### config.mk
export PLATFORM = sky130hd
export DESIGN_NAME = cic_rate_ctrl
export DESIGN_NICKNAME = d
export VERILOG_FILES = /design/src/rtl/cic_ctrl_pkg.sv /design/src/rtl/cic_rate_ctrl.sv
export SDC_FILE = /design/constraint.sdc
export NUM_CORES = 1
export LEC_CHECK = 0
export CAP_MARGIN = 15
export CORE_ASPECT_RATIO = 1.4
export CORE_MARGIN = 2
export CORE_UTILIZATION = 43
export CTS_BUF_LIST = sky130_fd_sc_hd__clkbuf_16
export CTS_CLUSTER_DIAMETER = 120
export DETAILED_ROUTE_END_ITERATION = 10
export PLACE_DENSITY = 0.85
export SETUP_SLACK_MARGIN = 0.4
export SLEW_MARGIN = 20
export SYNTH_ARGS = -nofsm -noshare
export SYNTH_HDL_FRONTEND = slang
export SYNTH_SLANG_ARGS = --single-unit
### constraint.sdc
create_clock -name clk -period 4.9 [get_ports clk]
set_clock_uncertainty 0.15 [all_clocks]
set_input_delay 0.49 -clock clk [delete_from_list [all_inputs] [get_ports clk]]
set_output_delay 0.49 -clock clk [all_outputs]
set_load 0.02 [all_outputs]
### src/rtl/cic_ctrl_pkg.sv
// State type and encodings for the CIC decimation-rate controller.
package cic_ctrl_pkg;

    localparam logic [1:0] ENC_RUN    = 2'd0;
    localparam logic [1:0] ENC_DRAIN  = 2'd1;
    localparam logic [1:0] ENC_APPLY  = 2'd2;
    localparam logic [1:0] ENC_SETTLE = 2'd3;

    typedef enum logic [1:0] {
        ST_RUN    = ENC_RUN,
        ST_DRAIN  = ENC_DRAIN,
        ST_APPLY  = ENC_APPLY,
        ST_SETTLE = ENC_SETTLE
    } cic_state_t;

endpackage

### src/rtl/cic_rate_ctrl.sv
// Rate-change sequencer for a CIC decimator: blocks input, issues the new rate,
// then discards the filter's transient outputs before resuming.
module cic_rate_ctrl #(
    parameter int INP_DW       = 32,
    parameter int RATE_DW      = 32,
    parameter int CIC_R        = 10,
    parameter int CIC_N        = 7,
    parameter int DRAIN_CYCLES = 8
) (
    input  logic                     clk,
    input  logic                     reset_n,
    input  logic [RATE_DW-1:0]       s_axis_cfg_tdata,
    input  logic                     s_axis_cfg_tvalid,
    output logic                     s_axis_cfg_tready,
    input  logic signed [INP_DW-1:0] s_axis_in_tdata,
    input  logic                     s_axis_in_tvalid,
    output logic                     s_axis_in_tready,
    output logic [INP_DW-1:0]        m_axis_cic_tdata,
    output logic                     m_axis_cic_tvalid,
    output logic [RATE_DW-1:0]       m_axis_rate_tdata,
    output logic                     m_axis_rate_tvalid,
    input  logic [INP_DW-1:0]        s_axis_cic_tdata,
    input  logic                     s_axis_cic_tvalid,
    output logic [INP_DW-1:0]        m_axis_out_tdata,
    output logic                     m_axis_out_tvalid,
    output logic [RATE_DW-1:0]       rate_current,
    output logic                     busy,
    output logic                     cfg_err
);
    import cic_ctrl_pkg::*;

    localparam int DRAIN_W = $clog2(DRAIN_CYCLES + 1);
    localparam int DISC_W  = $clog2(CIC_N + 1);

    cic_state_t          r_state;
    cic_state_t          w_state_nxt;
    logic [RATE_DW-1:0]  r_pending;
    logic [RATE_DW-1:0]  r_rate_cur;
    logic [DRAIN_W-1:0]  r_drain_cnt;
    logic [DISC_W-1:0]   r_disc_cnt;
    logic [INP_DW-1:0]   r_out_data;
    logic                r_out_vld;
    logic                r_cfg_err;

    logic                w_run;
    logic                w_settle;
    logic                w_cfg_hs;
    logic                w_cfg_bad;
    logic                w_cfg_take;
    logic                w_fwd;

    assign w_run      = (r_state == ST_RUN);
    assign w_settle   = (r_state == ST_SETTLE);
    assign w_cfg_hs   = s_axis_cfg_tvalid && w_run;
    assign w_cfg_bad  = (s_axis_cfg_tdata == '0) || (s_axis_cfg_tdata > RATE_DW'(CIC_R));
    assign w_cfg_take = w_cfg_hs && !w_cfg_bad && (s_axis_cfg_tdata != r_rate_cur);
    assign w_fwd      = s_axis_cic_tvalid && !w_settle;

    assign s_axis_cfg_tready = w_run;
    assign s_axis_in_tready  = w_run || w_settle;
    assign busy              = !w_run;
    assign m_axis_cic_tdata  = s_axis_in_tdata;
    assign m_axis_cic_tvalid = s_axis_in_tvalid && s_axis_in_tready;
    // Reset parks the FSM in APPLY; the pulse is masked so it only fires once reset is released.
    assign m_axis_rate_tvalid = (r_state == ST_APPLY) && reset_n;
    assign m_axis_rate_tdata  = r_pending;
    assign m_axis_out_tdata   = r_out_data;
    assign m_axis_out_tvalid  = r_out_vld;
    assign rate_current       = r_rate_cur;
    assign cfg_err            = r_cfg_err;

    always_comb begin
        w_state_nxt = r_state;
        case (r_state)
            ST_RUN:    if (w_cfg_take) w_state_nxt = ST_DRAIN;
            ST_DRAIN:  if (r_drain_cnt <= DRAIN_W'(1)) w_state_nxt = ST_APPLY;
            ST_APPLY:  w_state_nxt = ST_SETTLE;
            ST_SETTLE: if ((r_disc_cnt == '0) ||
                           (s_axis_cic_tvalid && (r_disc_cnt == DISC_W'(1))))
                           w_state_nxt = ST_RUN;
            default:   w_state_nxt = ST_RUN;
        endcase
    end

    always_ff @(posedge clk) begin
        if (!reset_n) begin
            r_state     <= ST_APPLY;
            r_pending   <= RATE_DW'(CIC_R);
            r_rate_cur  <= RATE_DW'(CIC_R);
            r_drain_cnt <= '0;
            r_disc_cnt  <= '0;
            r_out_data  <= '0;
            r_out_vld   <= 1'b0;
            r_cfg_err   <= 1'b0;
        end else begin
            r_state   <= w_state_nxt;
            r_cfg_err <= w_cfg_hs && w_cfg_bad;
            r_out_vld <= w_fwd;
            if (w_fwd)
                r_out_data <= s_axis_cic_tdata;
            case (r_state)
                ST_RUN: if (w_cfg_take) begin
                    r_pending   <= s_axis_cfg_tdata;
                    r_drain_cnt <= DRAIN_W'(DRAIN_CYCLES);
                end
                ST_DRAIN:  r_drain_cnt <= r_drain_cnt - DRAIN_W'(1);
                ST_APPLY: begin
                    r_rate_cur <= r_pending;
                    r_disc_cnt <= DISC_W'(CIC_N);
                end
                ST_SETTLE: if (s_axis_cic_tvalid && (r_disc_cnt != '0))
                    r_disc_cnt <= r_disc_cnt - DISC_W'(1);
                default: ;
            endcase
        end
    end

endmodule

After elaboration in Yosys (flattened, before gate mapping) --
Cells that the tools add are included.
Operators by class: $add $sub $neg 2, $lt $le $gt $ge 2, equality and inequality tests 9, multiplexer cells 8, reductions and logical operators 25
Operators with widths (count):
- $gt A32 B4 Y1 const B | 1
- $logic_not A32 Y1 | 1
- $ne A32 B32 Y1 | 1
- $logic_and A1 B1 Y1 | 9
- $pmux W2 S4 | 1
- $pmux W4 S2 | 1
- $mux W2 | 3
- $ne A2 B1 Y1 const B | 3
- $pmux W3 S2 | 1
- $reduce_and A2 Y1 | 3
- $eq A2 B2 Y1 const B | 2
- $le A4 B1 Y1 const B | 1
- $mux W4 | 1
- $reduce_bool A2 Y1 | 2
- $sub A4 B1 Y4 const B | 1
- $eq A3 B1 Y1 const B | 1
- $logic_not A1 Y1 | 3
- $logic_not A3 Y1 | 1
- $logic_or A1 B1 Y1 | 3
- $mux W3 | 1
- $reduce_and A3 Y1 | 1
- $reduce_bool A3 Y1 | 1
- $sub A3 B1 Y3 const B | 1
- $eq A2 B1 Y1 const B | 1
- other kinds (2) | 2
Word-level totals: register bits after elaboration 107, output and inout bits 135, logic and storage cells 54

Depth between registers and ports, before layout --
depth in word-level cells 7, gate-level depth with buffers 9, mapped depth without buffers 8

Least setup slack after synthesis --
OpenSTA, ideal clock, no wires.
path kind register -> output, start point register r_state[0], end point output port m_axis_rate_tvalid, data arrival time 1.550 ns, data required time 4.260 ns, path slack 2.710 ns, cell stages (with the launch flop) 6, path buffers 2, cells stage by stage dfxtp_1 inv_1 ha_1 clkbuf_1 clkbuf_1 and2_1
Between the ends: cells in the longest elaborated chain, start to end 2
Ends and longest elaborated chain:
- start: declaration | RTL line cic_rate_ctrl.sv:35 | cic_state_t r_state;
- start signal: assignment | RTL line cic_rate_ctrl.sv:96 | r_state <= w_state_nxt;
- $eq A2 B2 Y1 | RTL line cic_rate_ctrl.sv:65 | assign m_axis_rate_tvalid = (r_state == ST_APPLY) && reset_n;
- $logic_and A1 B1 Y1 | RTL line cic_rate_ctrl.sv:65
- end: declaration | RTL line cic_rate_ctrl.sv:21 | output logic m_axis_rate_tvalid,
No other way between the ends.

Worst setup path in the final report --
start point input port s_axis_cfg_tdata[30], end point register r_drain_cnt[3]
Between the ends: cells in the longest elaborated chain, start to end 7, elaborated cells between the ends (all ways) 9, those cells by class 1 x order compare; 2 x eq/ne; 6 x reduce/logical
Ends and longest elaborated chain:
- start: declaration | RTL line cic_rate_ctrl.sv:12 | input logic [RATE_DW-1:0] s_axis_cfg_tdata,
- $gt A32 B4 Y1 or $logic_not A32 Y1 (tied branches) | RTL line cic_rate_ctrl.sv:55 | assign w_cfg_bad = (s_axis_cfg_tdata == '0) || (s_axis_cfg_tdata > RATE_DW'(CIC_R));
- $logic_or A1 B1 Y1 | RTL line cic_rate_ctrl.sv:55
- $logic_not A1 Y1 | RTL line cic_rate_ctrl.sv:56 | assign w_cfg_take = w_cfg_hs && !w_cfg_bad && (s_axis_cfg_tdata != r_rate_cur);
- $logic_and A1 B1 Y1 | RTL line cic_rate_ctrl.sv:56
- $logic_and A1 B1 Y1 (*) | RTL line cic_rate_ctrl.sv:56
- $ne A2 B1 Y1 (no line) (*)
- $reduce_and A2 Y1 (no line) (*)
- end signal: assignment | RTL line cic_rate_ctrl.sv:104 | r_drain_cnt <= DRAIN_W'(DRAIN_CYCLES);
- end signal: assignment | RTL line cic_rate_ctrl.sv:106 | ST_DRAIN: r_drain_cnt <= r_drain_cnt - DRAIN_W'(1);
- end: declaration | RTL line cic_rate_ctrl.sv:39 | logic [DRAIN_W-1:0] r_drain_cnt;
Every way passes the cells marked *; elsewhere a longest branch is shown, timed or not. A chain may end at the register's enable or synchronous reset.

==> flow_summary.toml <==
[run_status]
status = "complete, no violations"

[global_route]
grt_max_degree = 108
grt_usage_pct = 22.0
gr-total-overflow = 0
grt_pass1_wl_um = 20200
antenna_found_initial = 1
grt_pass1_vias = 3911

[place]
io_buffers = 171
dp_hpwl_um = 9870
place.gp.congestion = 0.880
dp_cells = 742
placed_area_um2 = 6230

[route]
route.detailed.drc = 0
drt_iter0_markers = 162
drt_first_pass_iters = 4
wl_per_cell_um = 17.0
drt-vias-per-instance = 5.14
vias = 3894
wl_um = 12900
antenna_left = 0

[power]
powerDensity_nw_per_um2 = 364
p_leak_nw = 2.69
max-vdd-ir-drop_mv = 0.218

[hold_path]
hold_path_class = "in -> reg"

[final_layout]
num_antenna_cells = 0
final_cells = 757
syn2layout_area_growth_pct = 39.5
final_nets = 722
post-route-cell-area_um2 = 6530
utilization_pct = 60.7
n_fill_cell = 905
final_layout_size_suffix_gt1_share_pct = 5.19

[clock_tree]
cts_inserted_buffers = 9
insertion_delay_ns = 0.35
cts-htree-levels = 3
cts_hold_buf = 0
clk_pin_slew_ns = 0.07
cts_tree = "yes"
cts.repair.resized = 0
cts_root_buf = "clkbuf_16"
cts_sinks = 107
postCtsSetupBuffers = 0
clk_path_buf_depth = 2

[logic_synthesis]
synth.most_common_cell = "dfxtp_1"
netlist_area_um2 = 4680
syn-num-nets = 598
postSynthAreaPerCell_um2 = 9.59
syn_inst = 488
netlist.top_cell.by_area = "dfxtp_1"
synth.top_cells.by_count = "107 x dfxtp_1, 78 x nand2_1, 36 x mux2i_1, 36 x nor2b_1"
synth_edf_count = 0
netlist.area_leader.share_pct = 45.8
yosys-top-cells-area = "dfxtp_1 46%, mux2i_1 7.7%, nand2_1 6.3%"
seq_area_frac_synth_pct = 45.8
synth-main-ff-cell = "dfxtp_1"
yosysUniqueCellTypes = 43
yosys_warnings = 0
async_flop_share_pct = 0
ys_seq_elements = 107

[timing]
worst_hold_slack_ns = 0.232
max_slew.worst_pin.slew_ns = 0.861
fmax_ghz = 0.330
tns_ns = 0
relSlewSlack_pct = 42.6
setup_viol = 0
maxSlewViolCount = 0
fin_crit_sh_pct = 61.8
min_period_ns = 3.03
rsz0062_at_grt = "no"
hold_viol = 0

[setup_path]
worstRegToRegCells = 7
critPathCapture = "r_drain_cnt[3]"
arrival_ns = 3.12
r2r_start = "rate_current[4]"
r2r_end = "r_drain_cnt[3]"
worst_setup_path_start_kind = "primary input"
crit_required_ns = 4.99
critPathKind = "in -> reg"
worst_setup_path_end_kind = "register"
r2r_setup_slack_ns = 2.13
crit_fanout = 20
startpoint = "s_axis_cfg_tdata[30]"

[floorplan]
die_y_um = 127
core_area_um2 = 10800
die-area_um2 = 11800
start_util_pct = 43.5
std_cell_rows = 45
io_pins = 236
die_x_um = 92.2

[job]
drv_cap = 0
placed cells by master (no fill, tap or decap), types with 2 or more instances in the layout:
master	n
clkdlybuf4s50_1	170
dfxtp_1	107
nand2_1	78
mux2i_1	36
nor2b_1	35
xor2_1	32
a21boi_0	32
and3_1	28
nor4_1	14
inv_1	10
clkbuf_16	9
ha_1	8
nor3_1	4
nand3_1	4
nor2_1	4
nand4_1	3
inv_6	3
buf_4	3
and2_1	2
o22ai_2	2
o21a_1	2
o311a_1	2
clkinvlp_4	2
how the worst min path moves through the flow:
stage / start / end / slack, ns / cells past startpoint
detailed placement: m_axis_out_tdata[18] / m_axis_out_tdata[18] / 0.31 / 2
global placement: m_axis_out_tdata[24] / m_axis_out_tdata[24] / 0.30 / 2
global route: reset_n / rate_current[1] / 0.23 / 2
finish: reset_n / rate_current[1] / 0.23 / 2
CTS: reset_n / rate_current[1] / 0.22 / 2
floorplan: r_drain_cnt[1] / r_drain_cnt[1] / 0.32 / 2
per-stage QoR:
| step | total power, W | worst slack, ns |
|---|---|---|
| floorplan | 0.00145 | 2.71 |
| global placement | 0.00164 | 1.57 |
| detailed placement | 0.00167 | 1.51 |
| CTS | 0.00240 | 1.88 |
| global route | 0.00249 | 1.71 |
| finish | 0.00238 | 1.87 |
per-layer routing:
| layer | global-route usage, % | wire length, um |
|---|---|---|
| met1 | 24.1 | 4880 |
| met2 | 38.8 | 6480 |
| met3 | 6.19 | 907 |
| met4 | 11.1 | 560 |
| met5 | 0 | 15 |
cell type report:
type	instances	area (um^2)	area share [%]
multi-input cells	310	2150	32.9
flip-flops and latches	107	2140	32.8
clock inverters	6	71.3	1.09
repair buffers	174	1730	26.5
clock buffers	9	225	3.45
well taps	141	176	2.70
inverters	10	37.5	0.575
state kept, by name, indices dropped and copies added, names as in the netlist:
name	flops
rate_current	32
r_state	2
r_disc_cnt	3
m_axis_rate_tdata	32
r_drain_cnt	4
cfg_err	1
m_axis_out_tdata	32
m_axis_out_tvalid	1
logic make-up after synthesis:
family                     after synthesis  share of synthesized area, %
adders and majority gates                9                          2.41
buffers and inverters                   71                          8.77
AOI/OAI and AO/OA                       53                          9.59
and+or+nand+nor                        180                          19.8
xor gates and xnor gates                32                          5.99
muxes                                   36                          7.70
DFF                                    107                          45.8
critical path, stage by stage:
cell and delay (ns):
clkdlybuf4s50_1 0.46, xor2_1 0.18, nor4_1 0.36, nand4_1 0.16, o2111ai_2 0.72, buf_4 0.38, o21ai_2 0.12, o211a_1 0.23
where the power goes:
group,internal [W],leakage [nW],switching (W)
registers,0.000930,0.869,0.0000392
logic,0.000312,1.68,0.000370
clock network,0.000399,0.139,0.000327
Power figures use the tool's default switching activity.
